## config.mk

```make
export PLATFORM = sky130hd
export DESIGN_NAME = sd_write_flat
export DESIGN_NICKNAME = d
export VERILOG_FILES = /design/src/rtl/sd_pkg.sv /design/src/rtl/sd_write_if.sv /design/src/rtl/spi_con.sv /design/src/rtl/sd_write.sv /design/src/flat_wrapper.sv
export SDC_FILE = /design/constraint.sdc
export NUM_CORES = 1
export LEC_CHECK = 0
export CAP_MARGIN = 25
export CORE_MARGIN = 8
export CORE_UTILIZATION = 45
export CTS_CLUSTER_DIAMETER = 120
export DETAILED_ROUTE_END_ITERATION = 12
export PLACE_DENSITY = 0.64
export RECOVER_POWER = 50
export SLEW_MARGIN = 30
export SYNTH_ARGS = -nofsm -noshare
export SYNTH_HDL_FRONTEND = slang
export SYNTH_SLANG_ARGS = --single-unit
```

## constraint.sdc

```tcl
create_clock -name clk -period 11.4 [get_ports clk]
set_input_delay 3.42 -clock clk [delete_from_list [all_inputs] [get_ports clk]]
set_output_delay 3.42 -clock clk [all_outputs]
set_load 0.05 [all_outputs]
```

## src/rtl/sd_pkg.sv

```systemverilog
// Shared SD-over-SPI definitions used by the sector write and read blocks.
package sd_pkg;

  localparam int RESP_TIMEOUT_DEF = 255;
  localparam int BUSY_TIMEOUT_DEF = 65535;
  localparam int RAM_DEPTH_DEF    = 512;

  typedef enum logic [3:0] {
    ST_IDLE, ST_CMD, ST_R1_WAIT, ST_GAP, ST_TOKEN, ST_DATA,
    ST_CRC, ST_DRESP, ST_BUSY, ST_DONE, ST_ERROR
  } sd_state_e;

  localparam logic [7:0] CMD24       = 8'h58;
  localparam logic [7:0] TOKEN_START = 8'hFE;
  localparam logic [7:0] FILL_BYTE   = 8'hFF;
  localparam logic [4:0] DATA_ACCEPT = 5'h05;

  localparam logic [2:0] ERR_NONE         = 3'd0;
  localparam logic [2:0] ERR_R1_TIMEOUT   = 3'd1;
  localparam logic [2:0] ERR_R1           = 3'd2;
  localparam logic [2:0] ERR_DATA_REJ     = 3'd3;
  localparam logic [2:0] ERR_BUSY_TIMEOUT = 3'd4;

  // Six-byte CMD24 frame; the CRC slot is a dummy 0xFF (CRC off in SPI mode).
  function automatic logic [7:0] cmd_byte(input logic [2:0] idx, input logic [31:0] addr);
    case (idx)
      3'd0:    cmd_byte = CMD24;
      3'd1:    cmd_byte = addr[31:24];
      3'd2:    cmd_byte = addr[23:16];
      3'd3:    cmd_byte = addr[15:8];
      3'd4:    cmd_byte = addr[7:0];
      default: cmd_byte = FILL_BYTE;
    endcase
  endfunction

endpackage

```

## src/rtl/sd_write_if.sv

```systemverilog
// Host command/status and source-RAM read port of the SD sector writer.
interface sd_write_if #(parameter int RAM_DEPTH = 512);
  logic [31:0]                    addr_in;
  logic                           write_en;
  logic                           busy;
  logic                           done;
  logic                           error;
  logic [2:0]                     err_code;
  logic [$clog2(RAM_DEPTH)-1:0]   ram_addr;
  logic [7:0]                     ram_dout;
  logic                           ram_en;

  modport master (
    output addr_in, write_en, ram_dout,
    input  busy, done, error, err_code, ram_addr, ram_en
  );

  modport slave (
    input  addr_in, write_en, ram_dout,
    output busy, done, error, err_code, ram_addr, ram_en
  );
endinterface

```

## src/rtl/spi_con.sv

```systemverilog
// Byte-level SPI master, mode 0, SCLK = clk/2. One trigger pulse shifts one word;
// valid pulses for one cycle with the received word.
module spi_con #(
  parameter int DATA_WIDTH = 8
) (
  input  logic                  clk,
  input  logic                  rst,
  input  logic                  trigger,
  input  logic [DATA_WIDTH-1:0] data_in,
  input  logic                  miso,
  output logic                  valid,
  output logic [DATA_WIDTH-1:0] data_out,
  output logic                  sclk,
  output logic                  mosi
);
  localparam int CW = $clog2(DATA_WIDTH);

  logic                  active_q, active_d;
  logic                  phase_q, phase_d;
  logic                  sclk_q, sclk_d;
  logic                  mosi_q, mosi_d;
  logic                  valid_q, valid_d;
  logic [DATA_WIDTH-1:0] sh_q, sh_d;
  logic [DATA_WIDTH-1:0] rx_q, rx_d;
  logic [DATA_WIDTH-1:0] dout_q, dout_d;
  logic [CW-1:0]         cnt_q, cnt_d;

  always_comb begin
    active_d = active_q;
    phase_d  = phase_q;
    sclk_d   = sclk_q;
    mosi_d   = mosi_q;
    valid_d  = 1'b0;
    sh_d     = sh_q;
    rx_d     = rx_q;
    dout_d   = dout_q;
    cnt_d    = cnt_q;
    if (!active_q) begin
      if (trigger) begin
        active_d = 1'b1;
        phase_d  = 1'b0;
        sh_d     = data_in;
        mosi_d   = data_in[DATA_WIDTH-1];
        cnt_d    = '0;
      end
    end else if (!phase_q) begin
      // MISO sampled as SCLK rises; the slave changed it on the previous fall.
      sclk_d  = 1'b1;
      phase_d = 1'b1;
      rx_d    = {rx_q[DATA_WIDTH-2:0], miso};
    end else begin
      sclk_d  = 1'b0;
      phase_d = 1'b0;
      if (cnt_q == CW'(DATA_WIDTH-1)) begin
        active_d = 1'b0;
        valid_d  = 1'b1;
        dout_d   = rx_q;
        mosi_d   = 1'b1;
      end else begin
        cnt_d  = cnt_q + CW'(1);
        sh_d   = {sh_q[DATA_WIDTH-2:0], 1'b0};
        mosi_d = sh_q[DATA_WIDTH-2];
      end
    end
  end

  always_ff @(posedge clk or posedge rst) begin
    if (rst) begin
      active_q <= 1'b0;
      phase_q  <= 1'b0;
      sclk_q   <= 1'b0;
      mosi_q   <= 1'b1;
      valid_q  <= 1'b0;
      sh_q     <= '0;
      rx_q     <= '0;
      dout_q   <= '0;
      cnt_q    <= '0;
    end else begin
      active_q <= active_d;
      phase_q  <= phase_d;
      sclk_q   <= sclk_d;
      mosi_q   <= mosi_d;
      valid_q  <= valid_d;
      sh_q     <= sh_d;
      rx_q     <= rx_d;
      dout_q   <= dout_d;
      cnt_q    <= cnt_d;
    end
  end

  assign valid    = valid_q;
  assign data_out = dout_q;
  assign sclk     = sclk_q;
  assign mosi     = mosi_q;
endmodule

```

## src/rtl/sd_write.sv

```systemverilog
// SD card single-sector write (CMD24) over SPI, sourcing 512 bytes from a byte RAM.
module sd_write
  import sd_pkg::*;
#(
  parameter int RESP_TIMEOUT = RESP_TIMEOUT_DEF,
  parameter int BUSY_TIMEOUT = BUSY_TIMEOUT_DEF,
  parameter int RAM_DEPTH    = RAM_DEPTH_DEF
) (
  input  logic       clk,
  input  logic       rst,
  sd_write_if.slave  bus,
  output logic       chip_data_out,
  output logic       chip_clk_out,
  output logic       chip_sel_out,
  input  logic       chip_data_in
);
  localparam int            AW   = $clog2(RAM_DEPTH);
  localparam logic [AW-1:0] LAST = AW'(RAM_DEPTH-1);

  sd_state_e     state_q, state_d;
  logic          wait_q, wait_d;
  logic [AW-1:0] cnt_q, cnt_d;
  logic [15:0]   poll_q, poll_d;
  logic [31:0]   addr_q, addr_d;
  logic          trig_q, trig_d;
  logic [7:0]    tx_q, tx_d;
  logic          busy_q, busy_d;
  logic          done_q, done_d;
  logic          error_q, error_d;
  logic [2:0]    code_q, code_d;
  logic          cs_q, cs_d;
  logic          ram_en_q, ram_en_d;
  logic [AW-1:0] ram_addr_q, ram_addr_d;
  logic          ram_vld_q, ram_vld_d;
  logic [7:0]    buf_q, buf_d;

  logic          spi_valid;
  logic [7:0]    spi_rx;
  logic [7:0]    tx_byte;
  logic [15:0]   poll_nxt;
  logic          issue, rx_done;

  spi_con #(.DATA_WIDTH(8)) u_spi (
    .clk      (clk),
    .rst      (rst),
    .trigger  (trig_q),
    .data_in  (tx_q),
    .miso     (chip_data_in),
    .valid    (spi_valid),
    .data_out (spi_rx),
    .sclk     (chip_clk_out),
    .mosi     (chip_data_out)
  );

  always_comb begin
    state_d    = state_q;
    wait_d     = wait_q;
    cnt_d      = cnt_q;
    poll_d     = poll_q;
    addr_d     = addr_q;
    trig_d     = 1'b0;
    tx_d       = tx_q;
    busy_d     = busy_q;
    done_d     = 1'b0;
    error_d    = 1'b0;
    code_d     = code_q;
    cs_d       = cs_q;
    ram_en_d   = 1'b0;
    ram_addr_d = ram_addr_q;
    ram_vld_d  = ram_en_q;
    buf_d      = ram_vld_q ? bus.ram_dout : buf_q;
    poll_nxt   = poll_q + 16'd1;

    case (state_q)
      ST_CMD:   tx_byte = cmd_byte(cnt_q[2:0], addr_q);
      ST_TOKEN: tx_byte = TOKEN_START;
      ST_DATA:  tx_byte = buf_q;
      default:  tx_byte = FILL_BYTE;
    endcase

    // Every sending state alternates: issue one byte, then wait for its valid.
    issue   = (state_q inside {ST_CMD, ST_R1_WAIT, ST_GAP, ST_TOKEN, ST_DATA,
                               ST_CRC, ST_DRESP, ST_BUSY}) && !wait_q;
    rx_done = wait_q && spi_valid;
    if (issue) begin
      trig_d = 1'b1;
      tx_d   = tx_byte;
      wait_d = 1'b1;
    end
    if (rx_done) wait_d = 1'b0;

    case (state_q)
      ST_IDLE: if (bus.write_en) begin
        state_d = ST_CMD;
        addr_d  = bus.addr_in;
        code_d  = ERR_NONE;
        busy_d  = 1'b1;
        cs_d    = 1'b0;
        cnt_d   = '0;
        wait_d  = 1'b0;
      end
      ST_CMD: if (rx_done) begin
        if (cnt_q == AW'(5)) begin
          state_d = ST_R1_WAIT;
          poll_d  = '0;
        end else cnt_d = cnt_q + AW'(1);
      end
      ST_R1_WAIT: if (rx_done) begin
        if (spi_rx != FILL_BYTE) begin
          if (spi_rx == 8'h00) state_d = ST_GAP;
          else begin
            state_d = ST_ERROR;
            error_d = 1'b1;
            code_d  = ERR_R1;
          end
        end else if (poll_nxt >= 16'(RESP_TIMEOUT)) begin
          state_d = ST_ERROR;
          error_d = 1'b1;
          code_d  = ERR_R1_TIMEOUT;
        end else poll_d = poll_nxt;
      end
      ST_GAP: if (rx_done) state_d = ST_TOKEN;
      ST_TOKEN: begin
        // Prefetch byte 0 while the start token shifts out.
        if (issue) begin
          ram_en_d   = 1'b1;
          ram_addr_d = '0;
        end
        if (rx_done) begin
          state_d = ST_DATA;
          cnt_d   = '0;
        end
      end
      ST_DATA: begin
        if (issue && cnt_q != LAST) begin
          ram_en_d   = 1'b1;
          ram_addr_d = cnt_q + AW'(1);
        end
        if (rx_done) begin
          if (cnt_q == LAST) begin
            state_d = ST_CRC;
            cnt_d   = '0;
          end else cnt_d = cnt_q + AW'(1);
        end
      end
      ST_CRC: if (rx_done) begin
        if (cnt_q == AW'(1)) state_d = ST_DRESP;
        else cnt_d = cnt_q + AW'(1);
      end
      ST_DRESP: if (rx_done) begin
        if (spi_rx[4:0] == DATA_ACCEPT) begin
          state_d = ST_BUSY;
          poll_d  = '0;
        end else begin
          state_d = ST_ERROR;
          error_d = 1'b1;
          code_d  = ERR_DATA_REJ;
        end
      end
      ST_BUSY: if (rx_done) begin
        if (spi_rx != 8'h00) begin
          state_d = ST_DONE;
          done_d  = 1'b1;
        end else if (poll_nxt >= 16'(BUSY_TIMEOUT)) begin
          state_d = ST_ERROR;
          error_d = 1'b1;
          code_d  = ERR_BUSY_TIMEOUT;
        end else poll_d = poll_nxt;
      end
      ST_DONE, ST_ERROR: begin
        state_d = ST_IDLE;
        busy_d  = 1'b0;
        cs_d    = 1'b1;
      end
      default: state_d = ST_IDLE;
    endcase
  end

  always_ff @(posedge clk or posedge rst) begin
    if (rst) begin
      state_q    <= ST_IDLE;
      wait_q     <= 1'b0;
      cnt_q      <= '0;
      poll_q     <= '0;
      addr_q     <= '0;
      trig_q     <= 1'b0;
      tx_q       <= FILL_BYTE;
      busy_q     <= 1'b0;
      done_q     <= 1'b0;
      error_q    <= 1'b0;
      code_q     <= ERR_NONE;
      cs_q       <= 1'b1;
      ram_en_q   <= 1'b0;
      ram_addr_q <= '0;
      ram_vld_q  <= 1'b0;
      buf_q      <= '0;
    end else begin
      state_q    <= state_d;
      wait_q     <= wait_d;
      cnt_q      <= cnt_d;
      poll_q     <= poll_d;
      addr_q     <= addr_d;
      trig_q     <= trig_d;
      tx_q       <= tx_d;
      busy_q     <= busy_d;
      done_q     <= done_d;
      error_q    <= error_d;
      code_q     <= code_d;
      cs_q       <= cs_d;
      ram_en_q   <= ram_en_d;
      ram_addr_q <= ram_addr_d;
      ram_vld_q  <= ram_vld_d;
      buf_q      <= buf_d;
    end
  end

  assign bus.busy     = busy_q;
  assign bus.done     = done_q;
  assign bus.error    = error_q;
  assign bus.err_code = code_q;
  assign bus.ram_en   = ram_en_q;
  assign bus.ram_addr = ram_addr_q;
  assign chip_sel_out = cs_q;
endmodule

```

## src/flat_wrapper.sv

```systemverilog
// flat-port wrapper written by rule: the top's interface ports become plain ports
module sd_write_flat import sd_pkg::*;
#(
  parameter int RESP_TIMEOUT = RESP_TIMEOUT_DEF,
  parameter int BUSY_TIMEOUT = BUSY_TIMEOUT_DEF,
  parameter int RAM_DEPTH    = RAM_DEPTH_DEF
)
  (clk, rst, chip_data_out, chip_clk_out, chip_sel_out, chip_data_in, bus_addr_in, bus_write_en, bus_ram_dout, bus_busy, bus_done, bus_error, bus_err_code, bus_ram_addr, bus_ram_en);
  sd_write_if #(.RAM_DEPTH(RAM_DEPTH)) bus_i ();
  input  logic clk;
  input  logic rst;
  output logic chip_data_out;
  output logic chip_clk_out;
  output logic chip_sel_out;
  input  logic chip_data_in;
  input wire logic [$bits(bus_i.addr_in)-1:0] bus_addr_in;
  input wire logic [$bits(bus_i.write_en)-1:0] bus_write_en;
  input wire logic [$bits(bus_i.ram_dout)-1:0] bus_ram_dout;
  output wire logic [$bits(bus_i.busy)-1:0] bus_busy;
  output wire logic [$bits(bus_i.done)-1:0] bus_done;
  output wire logic [$bits(bus_i.error)-1:0] bus_error;
  output wire logic [$bits(bus_i.err_code)-1:0] bus_err_code;
  output wire logic [$bits(bus_i.ram_addr)-1:0] bus_ram_addr;
  output wire logic [$bits(bus_i.ram_en)-1:0] bus_ram_en;
  assign bus_i.addr_in = bus_addr_in;
  assign bus_i.write_en = bus_write_en;
  assign bus_i.ram_dout = bus_ram_dout;
  assign bus_busy = bus_i.busy;
  assign bus_done = bus_i.done;
  assign bus_error = bus_i.error;
  assign bus_err_code = bus_i.err_code;
  assign bus_ram_addr = bus_i.ram_addr;
  assign bus_ram_en = bus_i.ram_en;
  sd_write #(.RESP_TIMEOUT(RESP_TIMEOUT), .BUSY_TIMEOUT(BUSY_TIMEOUT), .RAM_DEPTH(RAM_DEPTH)) u_core (.clk(clk), .rst(rst), .bus(bus_i), .chip_data_out(chip_data_out), .chip_clk_out(chip_clk_out), .chip_sel_out(chip_sel_out), .chip_data_in(chip_data_in));
endmodule
```

==> results of run 1 <==
## per-layer routing
layer | wire length (um) | vias to the layer above
li1 | - | 2405
met2 | 7240 | 127
met5 | 13 | -
met3 | 744 | 10
met4 | 151 | 2
met1 | 7150 | 2510
## per-stage QoR
stage	hold slack, ps	instance area, um^2	setup WS (ps)	util [%]	cells
5_1_grt	422	7800	5530	54.3	876
3_5_place_dp	405	7260	5910	50.5	844
4_1_cts	417	7810	6190	54.4	876
3_3_place_gp	408	7260	5980	50.5	844
6_report	431	7800	5760	54.3	876
2_1_floorplan	450	6560	4580	-	636
## cell usage after synthesis, types with 3 or more instances
| master | number | area (um^2) |
|---|---|---|
| nor3_1 | 16 | 80.1 |
| mux2_2 | 63 | 709 |
| ha_1 | 10 | 125 |
| and2_1 | 5 | 31.3 |
| nor2_1 | 31 | 116 |
| o21ai_0 | 42 | 210 |
| dfstp_2 | 10 | 263 |
| o41ai_1 | 5 | 43.8 |
| o22ai_1 | 3 | 18.8 |
| or3_1 | 3 | 18.8 |
| dfrtp_1 | 118 | 2950 |
| and3_1 | 7 | 43.8 |
| nor2b_1 | 6 | 37.5 |
| xnor2_1 | 7 | 61.3 |
| a22oi_1 | 12 | 90.1 |
| o31ai_2 | 7 | 87.6 |
| mux2i_1 | 13 | 130 |
| a21oi_1 | 16 | 80.1 |
| o221ai_1 | 4 | 35.0 |
| a211oi_1 | 3 | 22.5 |
| nand2_1 | 76 | 285 |
| inv_1 | 19 | 71.3 |
| xor2_1 | 4 | 35.0 |
| a31oi_1 | 7 | 43.8 |
| clkbuf_1 | 32 | 120 |
| buf_1 | 4 | 15.0 |
| nand3_1 | 27 | 135 |
| o211ai_1 | 3 | 22.5 |
| o31ai_1 | 13 | 97.6 |
| and4_1 | 3 | 26.3 |
| o2111ai_1 | 6 | 52.6 |
| nand2b_1 | 7 | 43.8 |
| nand4_1 | 7 | 43.8 |
## power breakdown
part / internal [W] / switching, W
combinational: 0.000253 / 0.000279
clock: 0.000312 / 0.000194
sequential: 0.000620 / 0.000141
## cell type report
type,instances,area share [%]
sequential,128,41.2
multi-input combinational,448,39.6
timing repair buffer,64,8.15
clock buffer,24,6.05
tap,184,2.95
clock inverter,8,1.06
inverter,20,0.979
## worst max-delay path: stages
cell and delay [ps]:
dlygate4sd3_1 650, nand3_1 110, clkbuf_1 1290, mux2_2 450
## worst min-delay path by stage
stage	startpoint	endpoint	depth (start not counted)
2_1_floorplan	u_core.u_spi.sh_q[1]$_DFFE_PP0P_	u_core.u_spi.sh_q[1]$_DFFE_PP0P_	2
3_3_place_gp	u_core.bus.ram_en$_DFF_PP0_	u_core.ram_vld_q$_DFF_PP0_	0
3_5_place_dp	u_core.bus.ram_en$_DFF_PP0_	u_core.ram_vld_q$_DFF_PP0_	0
4_1_cts	u_core.bus.ram_en$_DFF_PP0_	u_core.ram_vld_q$_DFF_PP0_	0
5_1_grt	u_core.bus.ram_en$_DFF_PP0_	u_core.ram_vld_q$_DFF_PP0_	0
6_report	u_core.bus.ram_en$_DFF_PP0_	u_core.ram_vld_q$_DFF_PP0_	0
## kinds of logic (layout without fill, tap and decap cells)
group | after synthesis | after routing
DFF | 128 | 128
AOI/OAI and AO/OA | 146 | 146
and+or+nand+nor | 205 | 205
buffers and inverters | 60 | 116
muxes | 76 | 76
xor gates and xnor gates | 11 | 11
adders and majority gates | 10 | 10
## flip-flops by register name, summed over array words and instances (netlist names), 3 cells and up
register,cells
u_core.u_spi.cnt_q,3
u_core.poll_q,16
u_core.tx_q,8
u_core.addr_q,32
u_core.u_spi.sh_q,7
u_core.bus.err_code,3
u_core.state_q,4
u_core.u_spi.rx_q,8
u_core.cnt_q,9
u_core.buf_q,8
u_core.u_spi.data_out,8
u_core.bus.ram_addr,9
==> metrics.md, run 1 <==
| Metric | Value |
|---|---|
| Initial DRT Pass Iterations | `6` |
| Ys Warns | `0` |
| Seq/Total Area, Yosys | `49.1%` |
| Fmax | `177 MHz` |
| Synth Area in Simple Gates | `15.5%` |
| 1st-iter DRT viols | `366` |
| Number of flops mapped to enable cells by yosys | `0` |
| Crit path from | `bus_write_en` |
| GRT Total Usage | `17.3%` |
| TritonCTS Buffers | `17` |
| Row cnt | `44` |
| Synthesized Nets | `690` |
| CORE AREA | `14,400 um^2` |
| Largest family of logic cells by synthesized area | `compound AO/OA/AOI/OAI gates` |
| Kind of critical path | `in -> reg` |
| M2 GR Usage | `27.4%` |
| Max clock buf depth | `2` |
| Buffers on Ports | `62` |
| Final TNS setup | `0 ps` |
| Later-pin clock latency in the skew report | `410 ps` |
| Critical path fanouts, max | `32` |
| Adder-Cell Fraction of Synth Area | `1.91%` |
| Post-CTS setup buffers | `0` |
| Wire per inst | `17.5 um` |
| DP HPWL | `10,700 um` |
| Total Nets Final | `733` |
| DR vias/cell | `5.77` |
| FF-to-FF path depth | `8` |
| Max-cap violations | `2` |
| Initial antenna violation count | `1` |
| LEAKAGE | `3.26 nW` |
| M3 GR Usage | `4.48%` |
| Commonest cells after routing, fill and taps aside | `118 x dfrtp_1, 76 x nand2_1, 63 x mux2_2` |
| Vias in the first global route | `5,147` |
| Unique masters post-synth | `68` |
| Starting Density | `45.6%` |
| H-tree depth | `4` |
| Worst VDD drop | `0.126 mV` |
| RR Endpoint | `u_core.poll_q[14]$_DFFE_PP0P_` |
| I/O pin count | `63` |
| Data arrival time of the worst path | `5940 ps` |
| Largest net degree at the start of global routing | `85` |
| Footprint of the multi-input gates | `3090 um^2` |
| Die ar. | `18,700 um^2` |
| CP endpoint kind | `flip-flop` |
| Hold Crit Class | `reg -> reg` |
| Antenna fix cells | `0` |
| PD cells | `231 nW/um^2` |
| Grt total ovfl | `0` |
| # fillers | `1,289` |
| Worst rel slew slack | `-34.1%` |
| Yosys reg bits | `128` |
| Synth Area per Inst | `10.3 um^2` |
| Final Hold Fails | `0` |
| First-pass GRT wire length | `25,900 um` |
| CTS tree | `built` |
| Post-synthesis xor/xnor area fraction | `1.47%` |
| Setup violations, final | `0` |
| Unrepaired setup endpoints after global routing | `no` |
| CP endpoint | `u_core.addr_q[26]$_DFFE_PP0P_` |
| Hold_buf cts | `0` |
| R2R Setup Slk | `7650 ps` |
| Post-route DRC | `0` |
| Leading cell type in the layout, fill and taps excluded | `dfrtp_1` |
| Mapped Area | `6560 um^2` |
| Post-synthesis instance total | `636` |
| Die Span Y | `137 um` |
| Setup crit start kind | `input pin` |
| Req. time, crit path | `11,690 ps` |
| Layout area overhead | `19.0%` |
| Slew Viols, Final | `79` |
| Gpl congestion | `0.857` |
| CTS Root Cell | `clkbuf_16` |
| RR Startpoint | `u_core.cnt_q[1]$_DFFE_PP0P_` |
| Multiplexer share of the synthesized area | `12.8%` |
| Async S/R FF share, synth | `100%` |
| Most Crowded Layer GR | `met2` |
| Chip Width | `137 um` |
| Met1 usage | `22.3%` |
| Worst-Margin Slew | `2000 ps` |
| Clock Pin Slew Worst Setup and Hold Paths | `60 ps` |
| Worst Skew | `8.44 ps` |
| Overall power | `0.00180 W` |
| Tmin final | `5640 ps` |
| Failing checks | `capacitance limit, slew limit` |
| CTS Sinks | `128` |
| Status | `finished, violations left` |
| Compound-Gate Fraction of Synth Area | `15.6%` |
| Share of cells above drive strength 1 | `17.1%` |
| Via count | `5,054` |
| # resized after CTS | `0` |
| Drt total wl | `15,300 um` |
| Antenna viol nets, final | `0` |
| Reg area | `3220 um^2` |
| Main synth FF type | `dfrtp_1` |
| Tcrit/Tclk final | `49.5%` |
Note: power is estimated with default switching activity, not from simulation.
==> run 2: changes to the inputs <==
==> constraint.sdc (replaced) <==
create_clock -name clk -period 5.7 [get_ports clk]
set_input_delay 1.71 -clock clk [delete_from_list [all_inputs] [get_ports clk]]
set_output_delay 1.71 -clock clk [all_outputs]
set_load 0.05 [all_outputs]
==> metrics.md, run 2 (synthesis gave the netlist of run 1 again) <==
| Metric | Value |
|---|---|
| CTS Root Cell | `clkbuf_16` |
| Layout area overhead | `20.2%` |
| 1st-iter DRT viols | `337 (-7.9%)` |
| First-pass GRT wire length | `25,700 um (-0.83%)` |
| Antenna fix cells | `0 (unchanged)` |
| Later-pin clock latency in the skew report | `430 ps (+20 ps)` |
| Cell Count, Final, Fillers Out | `876 (unchanged)` |
| I/O pin count | `63 (unchanged)` |
| Leading cell type in the layout, fill and taps excluded | `dfrtp_1` |
| Cells after DPL | `844 (unchanged)` |
| Clock Pin Slew Worst Setup and Hold Paths | `60 ps (about the same)` |
| PD cells | `468 nW/um^2 (+100%)` |
| Worst Skew | `8.82 ps (+0.379 ps)` |
| Top reg by flops | `u_core.addr_q` |
| Die Span Y | `137 um (unchanged)` |
| Worst rel slew slack | `38.3% (+72 points)` |
| CP max-delay cell | `or4_4` |
| Buffers on Ports | `62 (unchanged)` |
| Seq pwr share | `41.0% (-1.3 points)` |
| H-tree depth | `4 (unchanged)` |
| Reg area | `3220 um^2 (unchanged)` |
| R2R Setup Slk | `2160 ps (-5490 ps)` |
| P_int | `0.00241 W (+100%)` |
| Worst VDD drop | `0.305 mV (+140%)` |
| # fillers | `1,288 (-0.078%)` |
| Row cnt | `44 (unchanged)` |
| Post-CTS setup buffers | `0 (unchanged)` |
| Net switching power | `0.00127 W (+110%)` |
| Share of cells above drive strength 1 | `18.4% (+1.3 points)` |
| Hold_buf cts | `0 (unchanged)` |
| Largest net degree at the start of global routing | `70 (-18%)` |
| Max reg flops | `32 (unchanged)` |
| CP Buf/Inv Count | `1 (-1)` |
| CTS Sinks | `128 (unchanged)` |
| Wire per inst | `17.3 um (-0.93%)` |
| Total Nets Final | `733 (unchanged)` |
| Fmax | `283 MHz` |
| TritonCTS Buffers | `17 (unchanged)` |
| Hold Crit Class | `reg -> reg` |
| Die ar. | `18,700 um^2 (unchanged)` |
| CTS tree | `built` |
| Initial DRT Pass Iterations | `6 (unchanged)` |
| CP endpoint kind | `flip-flop` |
| Kind of critical path | `reg -> reg` |
| Tmin final | `3540 ps` |
| Initial antenna violation count | `0 (-1)` |
| CORE AREA | `14,400 um^2 (unchanged)` |
| CP max stage delay | `780 ps (-510 ps)` |
| Max clock buf depth | `2 (unchanged)` |
| Final Hold Fails | `0 (unchanged)` |
| Req. time, crit path | `6010 ps (-5680 ps)` |
| Drt total wl | `15,200 um (-0.93%)` |
| Status | `complete, no violations` |
| DRT met1 WL | `7030 um (-1.6%)` |
| Tcrit/Tclk final | `62.1%` |
| Core Util, Final | `54.8% (+0.56 points)` |
| Data arrival time of the worst path | `3840 ps (-2100 ps)` |
| Worst path cell trace | `inv_1 > ha_1 > nor4b_1 > nand3_1 > a211oi_1 > nand2_1 > or4_4 > o41ai_1` |
| Starting Density | `45.6% (unchanged)` |
| GRT Total Usage | `17.2% (-0.034 points)` |
| Final TNS setup | `0 ps (unchanged)` |
| Max-cap violations | `0 (-2)` |
| Post-route DRC | `0 (unchanged)` |
| Overall power | `0.00369 W (+110%)` |
| Top Family by Delay on Critical Path | `simple AND/OR/NAND/NOR gates` |
| # resized after CTS | `0 (unchanged)` |
| DR vias/cell | `5.77 (about the same)` |
| Critical path fanouts, max | `14 (-56%)` |
| Clock network fraction of total power | `30.1% (+2.0 points)` |
| Chip Width | `137 um (unchanged)` |
| Combinational fraction of design power | `28.8% (-0.8 points)` |
| Setup violations, final | `0 (unchanged)` |
| Footprint of the multi-input gates | `3100 um^2 (+0.45%)` |
| Commonest cells after routing, fill and taps aside | `118 x dfrtp_1, 76 x nand2_1, 63 x mux2_2` |
| DP HPWL | `10,600 um (-1.3%)` |
| Via count | `5,051 (-0.059%)` |
| Max Used Layer | `met4` |
| Sw frac | `34.6% (+0.43 points)` |
| Unrepaired setup endpoints after global routing | `no` |
| Grt total ovfl | `0 (unchanged)` |
| LEAKAGE | `3.30 nW (+1.2%)` |
| Vias in the first global route | `5,051 (-1.9%)` |
| Wire length on met3 | `923 um (+24%)` |
| Setup crit start kind | `flip-flop` |
| Gpl congestion | `0.854 (-0.38%)` |
| Slew Viols, Final | `0 (-100%)` |
| Met2 wire length | `7040 um (-2.8%)` |
| Antenna viol nets, final | `0 (unchanged)` |
| Worst-Margin Slew | `918 ps (-1080 ps)` |
| Biggest regs | `u_core.addr_q: 32 flops, u_core.poll_q: 16 flops` |
==> run 2: cell types whose count changed in the layout (fill, tap and decap cells not counted), sizes merged <==
| cell | delta |
|---|---|
| inv | +9 |
| buf | +1 |
| bufinv | +1 |
| clkinv | -4 |
| clkbuf | -7 |
==> run 2: cell type report <==
class | count | area share (%)
flip-flops and latches | 128 | 40.8
multi-input cells | 448 | 39.3
repair buffers | 64 | 8.23
clock buffers | 18 | 5.57
well taps | 184 | 2.92
clock inverters | 14 | 2.10
inverters | 20 | 1.02
==> run 2: final timing paths <==
kind	depth (start not counted)	end	start
setup / recovery	8	u_core.poll_q[11]$_DFFE_PP0P_	u_core.cnt_q[1]$_DFFE_PP0P_
hold / removal	0	u_core.ram_vld_q$_DFF_PP0_	u_core.bus.ram_en$_DFF_PP0_
setup reg to reg	8	u_core.poll_q[11]$_DFFE_PP0P_	u_core.cnt_q[1]$_DFFE_PP0P_
hold reg to reg	0	u_core.ram_vld_q$_DFF_PP0_	u_core.bus.ram_en$_DFF_PP0_
max in group asynchronous	3	u_core.tx_q[6]$_DFFE_PP1P_	rst
min in group asynchronous	2	u_core.u_spi.sclk$_DFFE_PP0P_	rst
==> run 2: power groups by stage <==
stage / logic (W) / registers [W] / clock network (W)
after global routing: 0.00120 / 0.00156 / 0.00117
after detailed placement: 0.00107 / 0.00153 / 0
after CTS: 0.00107 / 0.00151 / 0.00113
final: 0.00106 / 0.00151 / 0.00111
after floorplan: 0.000826 / 0.00146 / 0
after global placement: 0.00103 / 0.00151 / 0
==> run 2: worst reg2reg max path, cell delays in order, from the launching register on <==
cell	delay [ps]
dfrtp_1	450
inv_1	120
ha_1	400
nor4b_1	500
nand3_1	240
a211oi_1	270
nand2_1	370
or4_4	780
o41ai_1	300
==> run 2: layer usage <==
layer  track usage (%)  vias up
met5                 0        -
met4              4.58        0
met3              5.43       19
met2              26.4      152
met1              23.1     2461
li1                  -     2419
==> run 2: stage by stage <==
stage	setup slack [ps]	area, um^2	hold slack, ps
3_3_place_gp	2020	7270	405
5_1_grt	1910	7880	434
3_5_place_dp	1950	7270	401
2_1_floorplan	594	6560	450
6_report	2160	7880	426
4_1_cts	2170	7870	419
